## src/rtl/div_const_pipe_if.sv

```systemverilog
// Stream bundle for the constant divider: dividend channel in, quotient/remainder channel out.
// A transfer happens on a rising edge when valid && ready; valid never depends on ready.
interface div_const_pipe_if #(
  parameter int WIDTH   = 16,
  parameter int DIVISOR = 5
);
  localparam int RW = ($clog2(DIVISOR) < 1) ? 1 : $clog2(DIVISOR);

  logic             in_valid;
  logic             in_ready;
  logic [WIDTH-1:0] in_x;
  logic             out_valid;
  logic             out_ready;
  logic [WIDTH-1:0] out_q;
  logic [RW-1:0]    out_r;

  modport master (
    output in_valid, in_x, out_ready,
    input  in_ready, out_valid, out_q, out_r
  );

  modport slave (
    input  in_valid, in_x, out_ready,
    output in_ready, out_valid, out_q, out_r
  );
endinterface

```

## src/rtl/div_const_pipe.sv

```systemverilog
// Pipelined unsigned divide-by-constant using radix-2^CHUNK digit recurrence,
// one register stage per dividend digit, most significant digit first.
module div_const_pipe #(
  parameter int WIDTH   = 16,
  parameter int DIVISOR = 5,
  parameter int CHUNK   = 4
) (
  input  logic           clk,
  input  logic           rst_n,
  div_const_pipe_if.slave bus,
  output logic           busy
);
  localparam int STAGES = (WIDTH + CHUNK - 1) / CHUNK;
  localparam int PW     = STAGES * CHUNK;
  localparam int RW     = ($clog2(DIVISOR) < 1) ? 1 : $clog2(DIVISOR);
  localparam int TW     = RW + CHUNK;

  generate
    if (DIVISOR < 2 || CHUNK < 1 || CHUNK > 8 || WIDTH < 2) begin : g_bad_param
      $error("div_const_pipe: illegal parameter set");
    end
  endgenerate

  // t = r_in*2^CHUNK + d is always below DIVISOR*2^CHUNK, so subtracting the
  // shifted constant once per quotient bit yields the digit; no general divider.
  function automatic logic [TW-1:0] digit_div(input logic [TW-1:0] t);
    logic [TW-1:0]    acc;
    logic [CHUNK-1:0] q;
    acc = t;
    q   = '0;
    for (int i = CHUNK - 1; i >= 0; i--) begin
      if (acc >= (TW'(DIVISOR) << i)) begin
        acc  = acc - (TW'(DIVISOR) << i);
        q[i] = 1'b1;
      end
    end
    return {q, RW'(acc)};
  endfunction

  // Per-stage state. work_q holds the unprocessed dividend digits in its upper
  // part and the quotient digits produced so far shifted in at the bottom.
  logic [STAGES-1:0] vld_q;
  logic [RW-1:0]     rem_q  [STAGES];
  logic [PW-1:0]     work_q [STAGES];

  logic [STAGES:0]   load;
  logic [STAGES-1:0] vld_in;
  logic [TW-1:0]     qr_d   [STAGES];
  logic [PW-1:0]     work_d [STAGES];
  logic [PW-1:0]     x_ext;

  assign x_ext = PW'(bus.in_x);

  always_comb begin
    load   = '0;
    vld_in = '0;
    qr_d   = '{default: '0};
    work_d = '{default: '0};

    // A stage loads when it is empty or its successor loads this cycle.
    load[STAGES] = bus.out_ready;
    for (int k = STAGES - 1; k >= 0; k--) begin
      load[k] = !vld_q[k] || load[k+1];
    end

    vld_in[0] = bus.in_valid;
    qr_d[0]   = digit_div({{RW{1'b0}}, x_ext[PW-1 -: CHUNK]});
    work_d[0] = (x_ext << CHUNK) | PW'(qr_d[0][RW +: CHUNK]);
    for (int k = 1; k < STAGES; k++) begin
      vld_in[k] = vld_q[k-1];
      qr_d[k]   = digit_div({rem_q[k-1], work_q[k-1][PW-1 -: CHUNK]});
      work_d[k] = (work_q[k-1] << CHUNK) | PW'(qr_d[k][RW +: CHUNK]);
    end
  end

  always_ff @(posedge clk or negedge rst_n) begin
    if (!rst_n) begin
      vld_q <= '0;
      for (int k = 0; k < STAGES; k++) begin
        rem_q[k]  <= '0;
        work_q[k] <= '0;
      end
    end else begin
      for (int k = 0; k < STAGES; k++) begin
        if (load[k]) begin
          vld_q[k] <= vld_in[k];
        end
        // Data only moves with a valid item so idle outputs keep their last value.
        if (load[k] && vld_in[k]) begin
          rem_q[k]  <= qr_d[k][RW-1:0];
          work_q[k] <= work_d[k];
        end
      end
    end
  end

  assign bus.in_ready  = load[0];
  assign bus.out_valid = vld_q[STAGES-1];
  assign bus.out_q     = work_q[STAGES-1][WIDTH-1:0];
  assign bus.out_r     = rem_q[STAGES-1];
  assign busy          = |vld_q;
endmodule

```

## src/flat_wrapper.sv

```systemverilog
// flat-port wrapper written by rule: the top's interface ports become plain ports
module div_const_pipe_flat 
#(
  parameter int WIDTH   = 16,
  parameter int DIVISOR = 5,
  parameter int CHUNK   = 4
)
  (clk, rst_n, busy, bus_in_valid, bus_in_x, bus_out_ready, bus_in_ready, bus_out_valid, bus_out_q, bus_out_r);
  div_const_pipe_if #(.WIDTH(WIDTH), .DIVISOR(DIVISOR)) bus_i ();
  input  logic clk;
  input  logic rst_n;
  output logic busy;
  input wire logic [$bits(bus_i.in_valid)-1:0] bus_in_valid;
  input wire logic [$bits(bus_i.in_x)-1:0] bus_in_x;
  input wire logic [$bits(bus_i.out_ready)-1:0] bus_out_ready;
  output wire logic [$bits(bus_i.in_ready)-1:0] bus_in_ready;
  output wire logic [$bits(bus_i.out_valid)-1:0] bus_out_valid;
  output wire logic [$bits(bus_i.out_q)-1:0] bus_out_q;
  output wire logic [$bits(bus_i.out_r)-1:0] bus_out_r;
  assign bus_i.in_valid = bus_in_valid;
  assign bus_i.in_x = bus_in_x;
  assign bus_i.out_ready = bus_out_ready;
  assign bus_in_ready = bus_i.in_ready;
  assign bus_out_valid = bus_i.out_valid;
  assign bus_out_q = bus_i.out_q;
  assign bus_out_r = bus_i.out_r;
  div_const_pipe #(.WIDTH(WIDTH), .DIVISOR(DIVISOR), .CHUNK(CHUNK)) u_core (.clk(clk), .rst_n(rst_n), .bus(bus_i), .busy(busy));
endmodule
```

## config.mk

```make
export PLATFORM = sky130hd
export DESIGN_NAME = div_const_pipe_flat
export DESIGN_NICKNAME = d
export VERILOG_FILES = /design/src/rtl/div_const_pipe_if.sv /design/src/rtl/div_const_pipe.sv /design/src/flat_wrapper.sv
export SDC_FILE = /design/constraint.sdc
export NUM_CORES = 1
export LEC_CHECK = 0
export ABC_AREA = 1
export CAP_MARGIN = 40
export CORE_ASPECT_RATIO = 0.75
export CORE_MARGIN = 2
export CORE_UTILIZATION = 52
export CTS_BUF_LIST = sky130_fd_sc_hd__clkbuf_4 sky130_fd_sc_hd__clkbuf_8
export DETAILED_ROUTE_END_ITERATION = 7
export PLACE_DENSITY = 0.74
export SLEW_MARGIN = 20
export SYNTH_ARGS = -nofsm -noshare
export SYNTH_HDL_FRONTEND = slang
export SYNTH_SLANG_ARGS = --single-unit
```

## constraint.sdc

```tcl
create_clock -name clk -period 2.6 [get_ports clk]
set_input_delay 0.39 -clock clk [delete_from_list [all_inputs] [get_ports clk]]
set_output_delay 0.39 -clock clk [all_outputs]
set_load 0.03 [all_outputs]
```

==> out/qor.txt <==
CP max-delay cell -> dfrtp_1
largest family of logic cells by synthesized area -> simple AND/OR/NAND/NOR gates
die height -> 85.9 microns
Req. time, crit path -> 2.86 ns
clk_skew -> 0.0114 ns
Hold Path Class -> in -> async
hold_ws -> 0.0326 ns
post-synthesis sequential element count -> 72
Root Driver -> clkbuf_8
Setup CP Type -> reg -> reg
number of failing hold endpoints at the final stage -> 0
CTS Buf Count -> 9
fin nets -> 712
RD Place Congestion -> 0.852
Tmin final -> 2.59 ns
hpwl dp -> 6860 microns
CP dominant cell by count -> nand2_1
Worst Setup Start Kind -> flip-flop
Synth Area in Compound Gates -> 0.107
clk sink count -> 72
Clock Tree Buf Depth -> 2
critical path, cell by cell -> inv_2 > ha_4 > inv_2 > a21oi_4 > buf_6 > nand3_2 > nand2_2 > nand2_4 > nand2_4 > nand2_1 > nand2_2 > buf_6 > xor2_1 > nand2_1 > nand2_1 > inv_2 > nand2_4 > nand2_2 > nand2_2 > nand2_1 > nand2_1 > nand2_1
CTS Hold Buffers Added -> 0
worst skew pair latency -> 0.37 ns
initial antenna violation count -> 0
Routed Wire Length -> 10600 microns
share of the synthesized area in the top cell type -> 0.387
most frequent cell after synthesis -> nand2_1
Post-Synthesis Cells -> 619
Post-route DRC -> 4
Avg Inst Size Synth -> 7.51 sq um
RSZ-0062 raised after global routing -> true
failing checks -> design-rule violations
drt pass-1 iters -> 7
Slew Limit Headroom -> 0.605
Yosys cell types -> 36
Post-synth ARST share -> 1.00
mapped cell area -> 4650 sq um
CTS tree -> yes
layout cells sized above 1 -> 0.298
final setup fails -> 0
number of global-route vias before repair -> 3803
max incr delay on CP -> 0.40 ns
grt ovf -> 0
multiplexer area fraction after synthesis -> 0
R2R setup slack -> 0.01 ns
fraction of the mapped netlist area in simple logic gates -> 0.361
Post-synth top cells -> 188 x nand2_1, 72 x dfrtp_1, 61 x inv_1, 60 x o21ai_0, 48 x nand3_1
final period utilization -> 0.995
Wirelength per Cell -> 13.3 microns
EDFF count, synth -> 0
Clock transition at path regs -> 0.08 ns
Inserted Diodes -> 0
vias per cell -> 5.22
cell taking the most area after synthesis -> dfrtp_1
Synth Flop Type -> dfrtp_1
CP arrival -> 2.85 ns
sequential area share after synthesis -> 0.387
IO Pins -> 42
fill cell count -> 696
final slew viol count -> 0
top cells by area, synth -> dfrtp_1 39%, nand2_1 15%, o21ai_0 6.5%, nand3_1 5.2%, inv_1 4.9%
row count -> 29
IO buf count -> 39
largest net degree at the start of global routing -> 73
total track usage -> 0.211
Least-Margin Pin Slew -> 0.592 ns
Die Wd -> 113 microns
outcome -> finished, violations left
Via Count -> 4158
post-synthesis adder-cell area fraction -> 0.0188
area added between synthesis and finish -> 26.8%
top achievable clock speed -> 387 MHz
crit end category -> flip-flop
Synthesis Warnings -> 0
die area -> 9720 sq um
final antenna-violating net count -> 0
initial core utilization -> 0.543
H-tree levels -> 3
worst-path maximum fanout -> 7
max cap viols -> 0
post-synthesis xor/xnor area fraction -> 0.0151
drt first-iter violations -> 300
total core area -> 8560 sq um
first-pass GRT wire length -> 16500 microns
-- flip-flops by register name, summed over array words and instances, names as in the netlist --
| signal | flops |
|---|---|
| u_core.rem_q | 9 |
| u_core.bus.out_q | 14 |
| u_core.bus.out_r | 3 |
| u_core.vld_q | 4 |
| u_core.work_q | 42 |
-- through the flow --
step	cells	utilization	worst slack [ns]	TNS (ns)	area, sq um
floorplan	620	-	0.258	0	4650
global placement	753	0.598	-0.0597	-0.0970	5120
detailed placement	753	0.598	-0.251	-0.827	5120
CTS	770	0.626	0.0167	0	5360
global route	797	0.689	-0.159	-0.936	5900
finish	797	0.689	0.0138	0	5900
-- cell type report --
| cell class | instances | area [sq um] | area share |
|---|---|---|---|
| Clock buffer | 9 | 124 | 0.0210 |
| Clock inverter | 6 | 93.8 | 0.0159 |
| Inverter | 81 | 309 | 0.0524 |
| Multi-Input combinational cell | 435 | 2670 | 0.453 |
| Sequential cell | 72 | 1800 | 0.306 |
| Tap cell | 108 | 135 | 0.0229 |
| Timing Repair Buffer | 86 | 764 | 0.130 |
-- worst paths after layout --
check / cells after the start / startpoint / endpoint
worst max-delay path: 22 / u_core.rem_q[3]$_DFFE_PN0P_ / u_core.bus.out_r[1]$_DFFE_PN0P_
worst min-delay path: 2 / rst_n / u_core.bus.out_q[8]$_DFFE_PN0P_
worst max register to register: 22 / u_core.rem_q[3]$_DFFE_PN0P_ / u_core.bus.out_r[1]$_DFFE_PN0P_
worst min register to register: 2 / u_core.bus.out_q[9]$_DFFE_PN0P_ / u_core.bus.out_q[9]$_DFFE_PN0P_
max in group asynchronous: 2 / rst_n / u_core.work_q[52]$_DFFE_PN0P_
min in group clk: 2 / u_core.bus.out_q[9]$_DFFE_PN0P_ / u_core.bus.out_q[9]$_DFFE_PN0P_
-- layer usage --
metal	vias to the layer above	wire length [microns]	share of wire	global-route usage
met4	0	163	0.015	0.0543
met1	1943	4890	0.46	0.282
met3	16	449	0.042	0.0587
met2	114	5070	0.48	0.344
li1	2085	-	-	-
met5	-	0	0	0
-- worst max-delay path: cells and delay by family (launching register included) --
family	cells	cell delay (ns)
xor+xnor	1	0.14
buf+inv	5	0.48
compound gates	1	0.26
flops	1	0.40
simple gates	14	1.02
fa+ha+maj	1	0.15
-- placed cells by master, fill, tap and decap left out, types with 2 or more instances in the layout --
master           count
inv_4                2
nand3_4             10
clkbuf_8             9
nand4_1              6
buf_4               43
a21oi_1              3
clkinv_4             2
inv_1               58
xnor2_1              4
ha_1                 4
nand3_1             38
nand3_2             14
dfrtp_1             72
o21ai_0             59
nor2_4               9
inv_2               21
xor2_1               3
nand2_4             25
conb_1               2
buf_6                3
a21oi_4              3
bufinv_16            2
a31oi_1              5
a21oi_2              2
nor2_2               5
clkdlybuf4s50_1     37
nor2_1              15
ha_4                 3
o211ai_1             3
nand2_2             40
nand2_1            165
o21ai_1              8
-- timing repair --
item	in CTS	in global routing
cloned	0	0
buffers inserted	2	27
pin swaps	1	50
gates resized for setup	0	78
endpoints found under the setup margin	2	17
-- kinds of logic after synthesis --
kind of cell | Yosys count
buf+inv | 113
simple gates | 331
xor+xnor | 8
other cells | 1
compound gates | 87
flops | 72
fa+ha+maj | 7
Power is left out: the tool's default activity adds up to more than one toggle a clock period on the data nets, which glitch-free logic cannot reach.
